### src/rtl/rob_retire_unit_pkg.sv
// Shared retire/ROB core definitions: FSM state encoding, the "no exception"
// code and the number of head slots examined per cycle.
package rob_retire_unit_pkg;

  localparam int SLOTS    = 4;
  localparam int EXC_NONE = 0;

  typedef enum logic {
    ST_RUN   = 1'b0,
    ST_BLOCK = 1'b1
  } retire_state_t;

endpackage

### src/rtl/retire_prefix_sel.sv
// Combinational prefix scan over the four oldest ROB entries.
// Ports:
//   i_valid/i_ready/i_break  per-entry flags, bit 0 oldest
//   i_excode                 per-entry exception codes, packed
//   i_hold                   force an empty group with no flush
//   o_count                  entries to retire (0..4)
//   o_term_idx               index of the entry that ended the group
//   o_is_break/o_is_exc      the group ended on a break / an exception
module retire_prefix_sel
  import rob_retire_unit_pkg::*;
#(
  parameter int EXC_W = 6
) (
  input  logic [SLOTS-1:0]       i_valid,
  input  logic [SLOTS-1:0]       i_ready,
  input  logic [SLOTS-1:0]       i_break,
  input  logic [SLOTS*EXC_W-1:0] i_excode,
  input  logic                   i_hold,
  output logic [2:0]             o_count,
  output logic [1:0]             o_term_idx,
  output logic                   o_is_break,
  output logic                   o_is_exc
);

  logic w_done;

  always_comb begin
    o_count    = '0;
    o_term_idx = '0;
    o_is_break = 1'b0;
    o_is_exc   = 1'b0;
    w_done     = i_hold;
    for (int i = 0; i < SLOTS; i++) begin
      if (!w_done) begin
        if (!(i_valid[i] && i_ready[i])) begin
          w_done = 1'b1;
        end else if (i_excode[i*EXC_W +: EXC_W] != EXC_W'(EXC_NONE)) begin
          // exception wins over break and the entry itself does not retire
          o_is_exc   = 1'b1;
          o_term_idx = 2'(i);
          w_done     = 1'b1;
        end else begin
          o_count = 3'(i + 1);
          if (i_break[i]) begin
            o_is_break = 1'b1;
            o_term_idx = 2'(i);
            w_done     = 1'b1;
          end
        end
      end
    end
  end

endmodule

### src/rtl/rob_retire_unit.sv
// In-order retire stage behind the ROB. Retires the longest ready prefix of
// the four head entries, frees their destination registers, raises a flush
// on break/exception and blocks retirement for FLUSH_CYCLES after a flush.
// Ports:
//   Clk, Rest                 clock, async active-high reset
//   Head*                     four oldest ROB entries (bit/slice 0 oldest)
//   RetireHold                stall retirement
//   RetireNum                 entries popped by the ROB (registered)
//   RetireReg{1..4}{Able,Addr} register free strobes per slot
//   FlushAble/FlushPtr        one-cycle flush pulse and first discarded ptr
//   ExceptAble/ExceptCode     flush caused by an exception, with its code
//   CommitCount               running count of retired instructions
module rob_retire_unit
  import rob_retire_unit_pkg::*;
#(
  parameter int PTR_W        = 6,
  parameter int PREG_W       = 6,
  parameter int EXC_W        = 6,
  parameter int FLUSH_CYCLES = 2
) (
  input  logic                    Clk,
  input  logic                    Rest,
  input  logic [SLOTS-1:0]        HeadValid,
  input  logic [SLOTS-1:0]        HeadReady,
  input  logic [SLOTS-1:0]        HeadBreak,
  input  logic [SLOTS*EXC_W-1:0]  HeadExcode,
  input  logic [SLOTS-1:0]        HeadDestAble,
  input  logic [SLOTS*PREG_W-1:0] HeadDestPreg,
  input  logic [SLOTS*PTR_W-1:0]  HeadPtr,
  input  logic                    RetireHold,
  output logic [2:0]              RetireNum,
  output logic                    RetireReg1Able,
  output logic                    RetireReg2Able,
  output logic                    RetireReg3Able,
  output logic                    RetireReg4Able,
  output logic [PREG_W-1:0]       RetireReg1Addr,
  output logic [PREG_W-1:0]       RetireReg2Addr,
  output logic [PREG_W-1:0]       RetireReg3Addr,
  output logic [PREG_W-1:0]       RetireReg4Addr,
  output logic                    FlushAble,
  output logic [PTR_W-1:0]        FlushPtr,
  output logic                    ExceptAble,
  output logic [EXC_W-1:0]        ExceptCode,
  output logic [31:0]             CommitCount
);

  retire_state_t r_state, w_state_nxt;
  logic [2:0]    r_blk_cnt, w_blk_cnt_nxt;

  logic [2:0]                   r_num;
  logic [SLOTS-1:0]             r_able;
  logic [SLOTS-1:0][PREG_W-1:0] r_addr;
  logic                         r_flush;
  logic [PTR_W-1:0]             r_flush_ptr;
  logic                         r_exc;
  logic [EXC_W-1:0]             r_exc_code;
  logic [31:0]                  r_commit;

  logic                         w_eval;
  logic                         w_hold;
  logic [2:0]                   w_count;
  logic [1:0]                   w_term_idx;
  logic                         w_is_break;
  logic                         w_is_exc;
  logic                         w_flush;
  logic [PTR_W-1:0]             w_term_ptr;
  logic [PTR_W-1:0]             w_flush_ptr;
  logic [EXC_W-1:0]             w_exc_code;
  logic [SLOTS-1:0]             w_able;
  logic [SLOTS-1:0][PREG_W-1:0] w_addr;

  // The cycle after a non-zero pop the head inputs are stale, so skip it.
  assign w_eval = (r_state == ST_RUN) && (r_num == 3'd0);
  assign w_hold = RetireHold || !w_eval;

  retire_prefix_sel #(
    .EXC_W (EXC_W)
  ) u_prefix_sel (
    .i_valid    (HeadValid),
    .i_ready    (HeadReady),
    .i_break    (HeadBreak),
    .i_excode   (HeadExcode),
    .i_hold     (w_hold),
    .o_count    (w_count),
    .o_term_idx (w_term_idx),
    .o_is_break (w_is_break),
    .o_is_exc   (w_is_exc)
  );

  assign w_flush     = w_is_break || w_is_exc;
  assign w_term_ptr  = HeadPtr[w_term_idx*PTR_W +: PTR_W];
  // a break retires its own entry, so discarding starts one past it (wraps)
  assign w_flush_ptr = !w_flush   ? '0 :
                       w_is_break ? w_term_ptr + PTR_W'(1) : w_term_ptr;
  assign w_exc_code  = w_is_exc ? HeadExcode[w_term_idx*EXC_W +: EXC_W] : '0;

  always_comb begin
    w_able = '0;
    w_addr = '0;
    for (int k = 0; k < SLOTS; k++) begin
      if ((3'(k) < w_count) && HeadDestAble[k]) begin
        w_able[k] = 1'b1;
        w_addr[k] = HeadDestPreg[k*PREG_W +: PREG_W];
      end
    end
  end

  // FSM: state register
  always_ff @(posedge Clk or posedge Rest) begin
    if (Rest) begin
      r_state   <= ST_RUN;
      r_blk_cnt <= '0;
    end else begin
      r_state   <= w_state_nxt;
      r_blk_cnt <= w_blk_cnt_nxt;
    end
  end

  // FSM: next state
  always_comb begin
    w_state_nxt   = r_state;
    w_blk_cnt_nxt = r_blk_cnt;
    case (r_state)
      ST_RUN: begin
        if (w_flush) begin
          w_state_nxt   = ST_BLOCK;
          w_blk_cnt_nxt = 3'(FLUSH_CYCLES);
        end
      end
      ST_BLOCK: begin
        if (r_blk_cnt <= 3'd1) begin
          w_state_nxt   = ST_RUN;
          w_blk_cnt_nxt = '0;
        end else begin
          w_blk_cnt_nxt = r_blk_cnt - 3'd1;
        end
      end
      default: begin
        w_state_nxt   = ST_RUN;
        w_blk_cnt_nxt = '0;
      end
    endcase
  end

  // Output registers: everything below is zero unless this cycle evaluated.
  always_ff @(posedge Clk or posedge Rest) begin
    if (Rest) begin
      r_num       <= '0;
      r_able      <= '0;
      r_addr      <= '0;
      r_flush     <= 1'b0;
      r_flush_ptr <= '0;
      r_exc       <= 1'b0;
      r_exc_code  <= '0;
      r_commit    <= '0;
    end else begin
      r_num       <= w_count;
      r_able      <= w_able;
      r_addr      <= w_addr;
      r_flush     <= w_flush;
      r_flush_ptr <= w_flush_ptr;
      r_exc       <= w_is_exc;
      r_exc_code  <= w_exc_code;
      r_commit    <= r_commit + 32'(w_count);
    end
  end

  assign RetireNum      = r_num;
  assign RetireReg1Able = r_able[0];
  assign RetireReg2Able = r_able[1];
  assign RetireReg3Able = r_able[2];
  assign RetireReg4Able = r_able[3];
  assign RetireReg1Addr = r_addr[0];
  assign RetireReg2Addr = r_addr[1];
  assign RetireReg3Addr = r_addr[2];
  assign RetireReg4Addr = r_addr[3];
  assign FlushAble      = r_flush;
  assign FlushPtr       = r_flush_ptr;
  assign ExceptAble     = r_exc;
  assign ExceptCode     = r_exc_code;
  assign CommitCount    = r_commit;

endmodule
### config.mk
export PLATFORM = sky130hd
export DESIGN_NAME = rob_retire_unit
export DESIGN_NICKNAME = d
export VERILOG_FILES = /design/src/rtl/rob_retire_unit_pkg.sv /design/src/rtl/retire_prefix_sel.sv /design/src/rtl/rob_retire_unit.sv
export SDC_FILE = /design/constraint.sdc
export NUM_CORES = 1
export LEC_CHECK = 0
export CAP_MARGIN = 20
export CELL_PAD_IN_SITES_DETAIL_PLACEMENT = 0
export CELL_PAD_IN_SITES_GLOBAL_PLACEMENT = 2
export CORE_AREA = 3 3 122 124
export DETAILED_ROUTE_END_ITERATION = 16
export DIE_AREA = 0 0 125 127
export PLACE_DENSITY = 0.82
export SYNTH_ARGS = -nofsm -noshare
export SYNTH_HDL_FRONTEND = slang
export SYNTH_HIERARCHICAL = 1
export SYNTH_SLANG_ARGS = --single-unit
### constraint.sdc
create_clock -name Clk -period 10.8 [get_ports Clk]
set_clock_uncertainty 0.2 [all_clocks]
set_input_delay 1.62 -clock Clk [delete_from_list [all_inputs] [get_ports Clk]]
set_output_delay 1.62 -clock Clk [all_outputs]
set_load 0.02 [all_outputs]
== Word-level counts from Yosys, hierarchy flattened ==
Cells that the tools add are included.
Word-level totals
  bits in registers: 81
  input bits: 91
  output and inout port bits: 77
  word-level logic and storage cells: 123
Operators by class
  $add $sub $neg: 3
  multiply operators: 1
  order comparisons: 5
  equal/unequal tests: 1
  shift-type cells: 2
  mux-type cells: 80
  bitwise logic cells: 1
  reduce and logical (&&, ||, !) cells: 17
Operator list (count)
  $shiftx A24 B6 Y6: 2
  $mux W1: 47
  $mux W6: 7
  $mux W3: 13
  $add A32 B3 Y32: 1
  $reduce_bool A6 Y1: 4
  $mux W2: 11
  $logic_and A1 B1 Y1: 9
  $add A6 B1 Y6 const B: 1
  $lt A1 B3 Y1 const A: 2
  $lt A2 B3 Y1 const A: 2
  $pmux W3 S2: 1
  $mul A2 B2 Y4 const B: 1
  $le A3 B1 Y1 const B: 1
  $logic_not A3 Y1: 1
  $sub A3 B1 Y3 const B: 1
  $logic_or A1 B1 Y1: 2
  $ne A2 B2 Y1 const B: 1
  $pmux W1 S2: 1
  $logic_not A1 Y1: 1
  $not A1 Y1: 1

== Depth between registers and ports, before layout ==
Gate-level depths: netlist of the first run.
  word-level depth: 20
  depth in mapped cells: 12
  depth with buffers taken out: 12

== By module ==
The synthesis of the first run kept the hierarchy.
Modules (own cells, without submodules)
  rob_retire_unit: instances 1, cells each 264, area each 3447.1 µm², seq. area each 2026.9 µm²
  retire_prefix_sel: instances 1, cells each 42, area each 266.5 µm², seq. area each 0.0 µm²

== Worst setup path after synthesis of the first run ==
No wires, ideal clock.
  kind: input-to-reg
  from: input port HeadExcode[1]
  to: register r_commit[24], in the netlist CommitCount[24]
  setup time: 0.129 ns
  data arrival time: 4.434 ns
  required time: 10.471 ns
  setup slack: 6.036 ns
  stages: 10
  buffers on the path: 0
  cells stage by stage: nor4_1 > and3_1 > nand3_1 > o32ai_1 > ha_1 > fa_1 > a21oi_1 > nor4_4 > or4b_1 > xnor2_1
Between the ends
  longest elaborated chain between the ends: 14
  elaborated cells on any way between the ends: 19
  those cells by class: 1 x add/sub; 17 x mux; 1 x reduce/logical
RTL lines
  start, declared: line rob_retire_unit.sv:26  | input logic [SLOTS*EXC_W-1:0] HeadExcode,
  $reduce_bool A6 Y1 *: line retire_prefix_sel.sv:37  | end else if (i_excode[i*EXC_W +: EXC_W] != EXC_W'(EXC_NONE)) begin
  $mux W1: line retire_prefix_sel.sv:37
  $mux W3: line retire_prefix_sel.sv:35  | if (!(i_valid[i] && i_ready[i])) begin
  $mux W3: line retire_prefix_sel.sv:34  | if (!w_done) begin
  $mux W3: line retire_prefix_sel.sv:37
  $mux W3: line retire_prefix_sel.sv:35
  $mux W3: line retire_prefix_sel.sv:34
  $mux W3: line retire_prefix_sel.sv:37
  $mux W3: line retire_prefix_sel.sv:35
  $mux W3: line retire_prefix_sel.sv:34
  $mux W3: line retire_prefix_sel.sv:37
  $mux W3: line retire_prefix_sel.sv:35
  $mux W3 *: line retire_prefix_sel.sv:34
  via w_count[0]: line rob_retire_unit.sv:61  | logic [2:0] w_count;
  $add A32 B3 Y32 *: line rob_retire_unit.sv:164  | r_commit <= r_commit + 32'(w_count);
  end signal, assigned: line rob_retire_unit.sv:164
  end, declared: line rob_retire_unit.sv:57  | logic [31:0] r_commit;
Mark *: on every way through the listed nets, which the timed path passes. The rest lies on a longest branch.
A chain may end at the register's enable or synchronous reset.

== Worst setup path in the final report of the first run ==
  from: input port HeadExcode[0]
  to: register r_commit[24], in the netlist CommitCount[24]
The elaborated chain is that of the path after synthesis.

==> flow_summary.json, run 1 <==
{
  "status": "finished clean",
  "critPathRequiredTime_ns": 10.82,
  "avgRoutedWirePerCell_um": 16.0,
  "syn_area_mm2": 0.00371,
  "hold_class": "reg2reg",
  "initial_core_util_pct": 26.8,
  "synth-seq-area-share_pct": 54.6,
  "p_per_area_mw_per_mm2": 122,
  "final_common_cell": "clkdlybuf4s50_1",
  "period_share_pct": 51.1,
  "synth-async-reset-ratio_pct": 100,
  "dp_hpwl_um": 8380,
  "cts_hold_buf": 0,
  "path_max_fanout": 10,
  "grt_pass1_wl_um": 17300,
  "p_sw_share_pct": 23.0,
  "synth.avg_cell_area_um2": 12.1,
  "grt_max_degree": 82,
  "rsz0062_at_grt": "false",
  "post_cts_resized": 0,
  "cts_tree": "done",
  "synthFlopType": "dfrtp_1",
  "peakVddDrop_uv": 81.1,
  "syn_to_final_growth_pct": 60.2,
  "cts_buffers": 9,
  "p_leak_nw": 2.51,
  "hold_viol_final": 0,
  "drive_above_1_share_pct": 8.16,
  "internal_power_mw": 0.558,
  "io_buffers": 167,
  "dr.first_iter.drc_count": 122,
  "vias": 3029,
  "worstSetupEndpointType": "flop",
  "synth_top_area_cell": "dfrtp_1",
  "clockBufferDepth": 2,
  "dr.pass1.iters": 4,
  "drc_errors": 0,
  "drtAntennaViolNets": 0,
  "grt_use_total_pct": 13.6,
  "die_w_um": 125,
  "p_sw_mw": 0.167,
  "crit_type": "in2reg",
  "setup_ws_ns": 5.28,
  "worst_slew_pin_slew_ns": 0.896,
  "overflow": 0,
  "cts_root_buffer": "clkbuf_16",
  "ios": 168,
  "synth_area_leaders": "dfrtp_1 55%, mux4_2 7.3%, xnor2_1 6.1%",
  "p_comb_share_pct": 12.8,
  "max_freq_mhz": 181,
  "final_area_mm2": 0.00595,
  "cts_num_sinks": 81,
  "synth.net_count": 404,
  "place_congestion": 0.814,
  "ys_types": 42,
  "core_region_area_mm2": 0.0139,
  "dpl_worst_slack_ns": 4.97,
  "final_cell_mix": "167 x clkdlybuf4s50_1, 81 x dfrtp_1, 29 x and2_1",
  "synth_cells": 306,
  "wirelength_um": 10700,
  "clock_latency_ns": 0.33,
  "antenna_cells": 0,
  "num_rows": 43,
  "start_kind": "input pin",
  "ys_seq_elements": 81,
  "yosysWarnings": 6,
  "die_area_mm2": 0.0159,
  "cp_data_arrival_time_ns": 5.53,
  "setup_viol": 0,
  "holdWs_ns": 0.268,
  "cts_max_level": 3,
  "dpl_cell_area_mm2": 0.00561,
  "clock_power_share_pct": 43.0,
  "grt_pass1_vias": 3307,
  "clk_pin_slew_worst_paths_ns": 0.06,
  "avgViaCountPerCell": 4.52,
  "die_h_um": 127,
  "synth-edff-count": 0,
  "drv_cap": 0,
  "slew_violations": 0,
  "synth_top_cell_area_share_pct": 54.6,
  "antenna_found_initial": 0,
  "n_fill_cell": 1321,
  "min_period_ns": 5.52,
  "fin_nets": 583,
  "relSlewSlack_pct": 39.6,
  "seq_power_share_pct": 44.2,
  "tns_ns": 0,
  "post_cts_buffers": 0,
  "post-route-util_pct": 42.9
}
power by group through the flow:
stage | clock, mW | sequential (mW) | combinational [mW]
after global routing | 0.334 | 0.321 | 0.104
after detailed placement | 0 | 0.326 | 0.0925
after floorplan | 0 | 0.328 | 0.0365
after CTS | 0.322 | 0.320 | 0.0932
final | 0.311 | 0.320 | 0.0927
after global placement | 0 | 0.325 | 0.0914
worst max-delay path, cell delays in order:
cell and delay, ns:
clkdlybuf4s50_1 0.44, nor4_1 0.49, and3_1 0.30, nand3_1 0.16, o32ai_1 0.57, ha_1 0.30, fa_1 0.24, a21oi_1 0.15
nor4_4 0.60, or4b_1 0.51, xnor2_1 0.15
cells in the mapped netlist (all sizes together), types with 9 or more instances:
cell type	instances
and3	11
dfrtp	81
nand3	15
nor2	16
a21oi	9
nand4	16
mux4	12
o21ai	9
xnor2	26
nand2	18
and2	29
inv	10
cells by family after synthesis:
group / share of synthesized area, %
mux: 7.28
xor+xnor: 7.78
fa+ha+maj: 2.56
compound gates: 5.09
flops: 54.6
buf+inv: 1.55
simple gates: 21.2
per-stage QoR:
stage / instances / power, mW
final: 670 / 0.724
after global routing: 670 / 0.759
after CTS: 668 / 0.735
after detailed placement: 652 / 0.418
after global placement: 652 / 0.416
after floorplan: 306 / 0.365
routing by layer:
layer	share of wire (%)	GRT usage, %
met1	43	17.2
met2	49	22.1
met3	5.7	3.51
met4	2.0	5.93
met5	0	0
worst paths after layout:
kind	end	cells past startpoint	slack (ns)	startpoint
worst max-delay path	CommitCount[24]	11	5.28	HeadExcode[0]
min in group asynchronous	RetireReg4Addr[1]	3	1.45	Rest
max in group asynchronous	ExceptCode[1]	4	8.36	Rest
worst min-delay path	CommitCount[31]	1	0.27	CommitCount[31]
worst min register to register	CommitCount[31]	1	0.27	CommitCount[31]
worst max register to register	CommitCount[24]	12	6.51	r_state
final cells by class:
| class | instances | area [um^2] | area share, % |
|---|---|---|---|
| timing repair buffer | 171 | 1720 | 28.9 |
| clock buffer | 12 | 256 | 4.31 |
| multi-input combinational | 212 | 1630 | 27.4 |
| inverter | 10 | 38.8 | 0.652 |
| clock inverter | 4 | 51.3 | 0.862 |
| tap | 180 | 225 | 3.79 |
| sequential | 81 | 2030 | 34.1 |
registers in the layout, indices dropped and copies added, names as in the netlist:
name,count
r_able,4
CommitCount,32
ExceptAble,1
RetireReg4Addr,6
RetireReg1Addr,6
FlushAble,1
r_state,1
ExceptCode,6
r_blk_cnt,3
RetireReg2Addr,6
FlushPtr,6
RetireReg3Addr,6
RetireNum,3
No activity file was read; power rests on OpenSTA's default activity.
==> run 2: changes to the inputs <==
- CORE_AREA: 3 3 122 124 -> 3 3 126 128
- DIE_AREA: 0 0 125 127 -> 0 0 129 131
- PLACE_DENSITY: 0.82 -> 0.77
- clock period: 10.8 -> 5.7 ns (I/O delays scaled with it)
==> run 2 against run 1 <==
Design area up 0.40%. Die area is 6.5% higher. Routed wire length fell by 1.2%. Clock power increased by 100%. Sequential power is 90% higher. Utilization decreased by 3.0 points.
==> flow_summary.json, run 2 (same netlist as run 1, synthesis figures left out) <==
{
  "slowest_delay_ns": 0.58,
  "io_buffers": 167,
  "setup_ws_ns": 1.10,
  "crit_type": "in2reg",
  "status": "finished clean",
  "grt_pass1_vias": 3110,
  "cts_root_buffer": "clkbuf_16",
  "post_cts_buffers": 0,
  "cts_hold_buf": 0,
  "place_congestion": 0.818,
  "clock_power_share_pct": 44.9,
  "final_area_mm2": 0.00597,
  "drv_cap": 0,
  "dpl_worst_slack_ns": 0.723,
  "avgRoutedWirePerCell_um": 15.6,
  "critPathRequiredTime_ns": 5.73,
  "start_kind": "input pin",
  "p_sw_mw": 0.328,
  "initial_core_util_pct": 24.8,
  "hold_class": "reg2reg",
  "regArea_mm2": 0.00203,
  "dpl_cell_area_mm2": 0.00565,
  "p_per_area_mw_per_mm2": 237,
  "die_w_um": 129,
  "die_area_mm2": 0.0169,
  "tns_ns": 0,
  "rsz0062_at_grt": "false",
  "hold_viol_final": 0,
  "antenna_cells": 0,
  "path_buf_inv": 2,
  "cts_tree": "done",
  "seq_power_share_pct": 42.9,
  "cpLargestDelayFamily": "simple AND/OR/NAND/NOR gates",
  "core_region_area_mm2": 0.0150,
  "n_fill_cell": 1494,
  "relSlewSlack_pct": 35.4,
  "min_period_ns": 4.60,
  "post-route-util_pct": 39.9,
  "num_rows": 45,
  "period_share_pct": 80.8,
  "grt_max_degree": 42,
  "p_leak_nw": 2.53,
  "p_comb_share_pct": 12.2,
  "cp_slowest_cell": "o32ai_1",
  "overflow": 0,
  "slew_violations": 0,
  "final_common_cell": "clkdlybuf4s50_1",
  "clockBufferDepth": 2,
  "dr.first_iter.drc_count": 160,
  "wirelength_um": 10600,
  "internal_power_mw": 1.09,
  "drtAntennaViolNets": 0,
  "peakVddDrop_uv": 150,
  "drive_above_1_share_pct": 8.74,
  "die_h_um": 131,
  "max_freq_mhz": 217,
  "worstSetupEndpointType": "flop",
  "worst_slew_pin_slew_ns": 0.959,
  "syn_to_final_growth_pct": 60.8,
  "drc_errors": 0,
  "largest_reg_flops": 32,
  "cp_cell_sequence": "clkdlybuf4s50_1, nor4_1, and3_1, nand3_1, o32ai_1, ha_1, fa_1, a21oi_1, nor4_4, buf_4, or4b_1, xnor2_1",
  "dr.pass1.iters": 4,
  "grt_pass1_wl_um": 16500,
  "antenna_found_initial": 0,
  "post_cts_resized": 0,
  "avgViaCountPerCell": 4.48,
  "cts_max_level": 3,
  "cts_num_sinks": 81,
  "grt_use_total_pct": 12.7,
  "clock_latency_ns": 0.34,
  "ios": 168,
  "final_cell_mix": "167 x clkdlybuf4s50_1, 81 x dfrtp_1, 29 x and2_1",
  "path_max_fanout": 10,
  "fin_nets": 585,
  "dp_hpwl_um": 8410,
  "cts_buffers": 9,
  "p_sw_share_pct": 23.2,
  "setup_viol": 0,
  "vias": 3048,
  "multi_input_area_mm2": 0.00163,
  "clk_pin_slew_worst_paths_ns": 0.06,
  "cp_data_arrival_time_ns": 4.63
}
## run 2: changes by cell type in the layout (fill, tap and decap cells not counted), sizes merged
cell | previous run | this run
clkinvlp | 1 | 0
buf | 4 | 6
bufinv | 1 | 2
clkbuf | 12 | 10
inv | 9 | 11
## run 2: stage by stage
| step | instances | total power, mW | hold WS [ns] |
|---|---|---|---|
| 6_report | 680 | 1.42 | 0.272 |
| 5_1_grt | 680 | 1.48 | 0.312 |
| 4_1_cts | 680 | 1.44 | 0.278 |
| 3_5_place_dp | 664 | 0.793 | 0.264 |
| 3_3_place_gp | 664 | 0.789 | 0.264 |
| 2_1_floorplan | 306 | 0.691 | 0.287 |
## run 2: final timing paths
check | cells after the start | endpoint | slack, ns | startpoint
setup / recovery | 12 | CommitCount[24] | 1.10 | HeadExcode[1]
hold / removal | 1 | CommitCount[31] | 0.27 | CommitCount[31]
setup reg to reg | 13 | CommitCount[24] | 1.60 | r_state
hold reg to reg | 1 | CommitCount[31] | 0.27 | CommitCount[31]
max in group asynchronous | 3 | RetireReg3Addr[1] | 3.59 | Rest
min in group asynchronous | 2 | RetireReg4Addr[0] | 0.71 | Rest
## run 2: power by group through the flow
stage,Sequential (mW),Clock (mW),Combinational (mW)
final,0.607,0.636,0.173
after global routing,0.608,0.677,0.193
after CTS,0.607,0.657,0.176
after detailed placement,0.617,0,0.176
after global placement,0.616,0,0.172
after floorplan,0.621,0,0.0692
## run 2: layout make-up
| cell class | count | area share [%] |
|---|---|---|
| tap | 188 | 3.94 |
| clock inverter | 6 | 1.47 |
| clock buffer | 10 | 4.00 |
| timing repair buffer | 173 | 28.7 |
| inverter | 10 | 0.649 |
| multi-input combinational | 212 | 27.3 |
| sequential | 81 | 33.9 |
## run 2: per-layer routing
metal | vias up | wire [um] | track usage [%]
met4 | 0 | 214 | 6.11
met2 | 91 | 5320 | 20.7
met3 | 12 | 543 | 3.09
li1 | 1464 | - | -
met5 | - | 0 | 0
met1 | 1481 | 4520 | 16.0
==> run 3: changes to the inputs <==
- clock period: 5.7 -> 4.6 ns (I/O delays scaled with it)
==> run 3 against run 2 <==
Largest power group is now registers. Critical path type unchanged. Routed wire length fell by 1.2%. Worst setup slack worse by 0.51 ns. Design area grew 0.29%. Highest routed layer unchanged. Final cell count rose by 0.59%. Clock-buffer cell count unchanged.
==> flow_summary.json, run 3 (same netlist as run 1, synthesis figures left out) <==
{
  "status": "finished clean",
  "vias": 3084,
  "post_cts_resized": 0,
  "cts_num_sinks": 81,
  "core_region_area_mm2": 0.0150,
  "internal_power_mw": 1.30,
  "relSlewSlack_pct": 44.9,
  "cts_hold_buf": 0,
  "cts_buffers": 9,
  "clockBufferDepth": 2,
  "ios": 168,
  "avgRoutedWirePerCell_um": 15.3,
  "num_rows": 45,
  "p_leak_nw": 2.54,
  "cp_data_arrival_time_ns": 4.03,
  "grt_pass1_wl_um": 16600,
  "crit_path_end": "CommitCount[24]",
  "min_period_ns": 4.01,
  "final_common_cell": "clkdlybuf4s50_1",
  "dr.pass1.iters": 4,
  "crit_type": "in2reg",
  "rsz0062_at_grt": "false",
  "slew_violations": 0,
  "p_per_area_mw_per_mm2": 285,
  "fin_nets": 589,
  "drc_errors": 0,
  "overflow": 0,
  "syn_to_final_growth_pct": 61.3,
  "antenna_cells": 0,
  "drive_above_1_share_pct": 9.48,
  "wirelength_um": 10500,
  "dp_hpwl_um": 8360,
  "max_freq_mhz": 249,
  "grt_pass1_vias": 3197,
  "seq_power_share_pct": 44.0,
  "initial_core_util_pct": 24.8,
  "hold_viol_final": 0,
  "worst_slew_pin_slew_ns": 0.826,
  "path_max_fanout": 5,
  "cts_root_buffer": "clkbuf_16",
  "critPathRequiredTime_ns": 4.62,
  "hold_class": "reg2reg",
  "drtAntennaViolNets": 0,
  "die_h_um": 131,
  "cts_tree": "done",
  "clk_pin_slew_worst_paths_ns": 0.07,
  "io_buffers": 167,
  "p_sw_share_pct": 23.8,
  "period_share_pct": 87.2,
  "p_sw_mw": 0.407,
  "avgViaCountPerCell": 4.51,
  "crit_start": "HeadExcode[1]",
  "clock_power_share_pct": 43.4,
  "post_cts_buffers": 0,
  "antenna_found_initial": 0,
  "p_comb_share_pct": 12.6,
  "r2r-end": "CommitCount[24]",
  "worstHoldStart": "CommitCount[31]",
  "dr.first_iter.drc_count": 113,
  "start_kind": "input pin",
  "grt_use_total_pct": 12.5,
  "cts_max_level": 3,
  "tns_ns": 0,
  "setup_ws_ns": 0.588,
  "peakVddDrop_uv": 212,
  "setup_viol": 0,
  "place_congestion": 0.855,
  "r2r_cells": 13,
  "dpl_worst_slack_ns": 0.264,
  "ff2ff_setup_slack_ns": 0.94,
  "die_w_um": 129,
  "worstSetupEndpointType": "flop",
  "clock_latency_ns": 0.34,
  "final_cell_mix": "167 x clkdlybuf4s50_1, 81 x dfrtp_1, 29 x and2_1",
  "largest_reg_flops": 32,
  "drv_cap": 0,
  "grt_max_degree": 50,
  "n_fill_cell": 1459,
  "die_area_mm2": 0.0169,
  "timing.rr.start": "r_state"
}
run 3: power groups by stage:
stage          clock network [mW]  registers [mW]  logic [mW]
2_1_floorplan                   0           0.770      0.0858
3_3_place_gp                    0           0.764       0.216
3_5_place_dp                    0           0.765       0.219
4_1_cts                     0.767           0.752       0.220
5_1_grt                     0.797           0.755       0.242
6_report                    0.741           0.751       0.215
run 3: how the worst min path moves through the flow:
stage / to / slack (ns) / depth (start not counted)
CTS: CommitCount[31] / 0.28 / 1
global placement: CommitCount[31] / 0.26 / 1
global route: CommitCount[31] / 0.31 / 1
finish: CommitCount[31] / 0.28 / 1
floorplan: r_blk_cnt[0] / 0.29 / 1
detailed placement: CommitCount[31] / 0.27 / 1
run 3: final cells by class:
cell class                      instances  area, um^2  share of cell area [%]
Sequential cell                        81        2030                    33.8
Timing Repair Buffer                  177        1750                    29.2
Multi-Input combinational cell        212        1630                    27.2
Clock buffer                           10         239                    3.99
Tap cell                              188         235                    3.93
Clock inverter                          6        75.1                    1.25
Inverter                               10        38.8                   0.647
run 3: stage by stage:
step / cells / power, mW / hold WS, ns / utilization (%) / cell area, um^2
global placement: 668 / 0.980 / 0.264 / 37.9 / 5680
global route: 684 / 1.79 / 0.312 / 40.0 / 5990
finish: 684 / 1.71 / 0.280 / 40.0 / 5990
detailed placement: 668 / 0.984 / 0.271 / 37.9 / 5680
CTS: 684 / 1.74 / 0.284 / 40.0 / 5990
floorplan: 306 / 0.856 / 0.287 / - / 3710
run 3: routing by layer:
layer	track usage, %	routed length (um)	up-vias
met5	0	0	-
met4	6.49	281	0
met2	20.2	5150	96
met1	16.1	4470	1495
met3	2.40	571	18
li1	-	-	1475
run 3: critical path: stages:
cell and delay [ns]:
clkdlybuf4s50_1 0.43, nor4_1 0.41, buf_4 0.19, and3_1 0.19, nand3_1 0.16, o32ai_1 0.31
buf_4 0.18, ha_1 0.18, fa_1 0.23, a21oi_1 0.15, nor4_4 0.29, or4b_1 0.48
xnor2_1 0.14
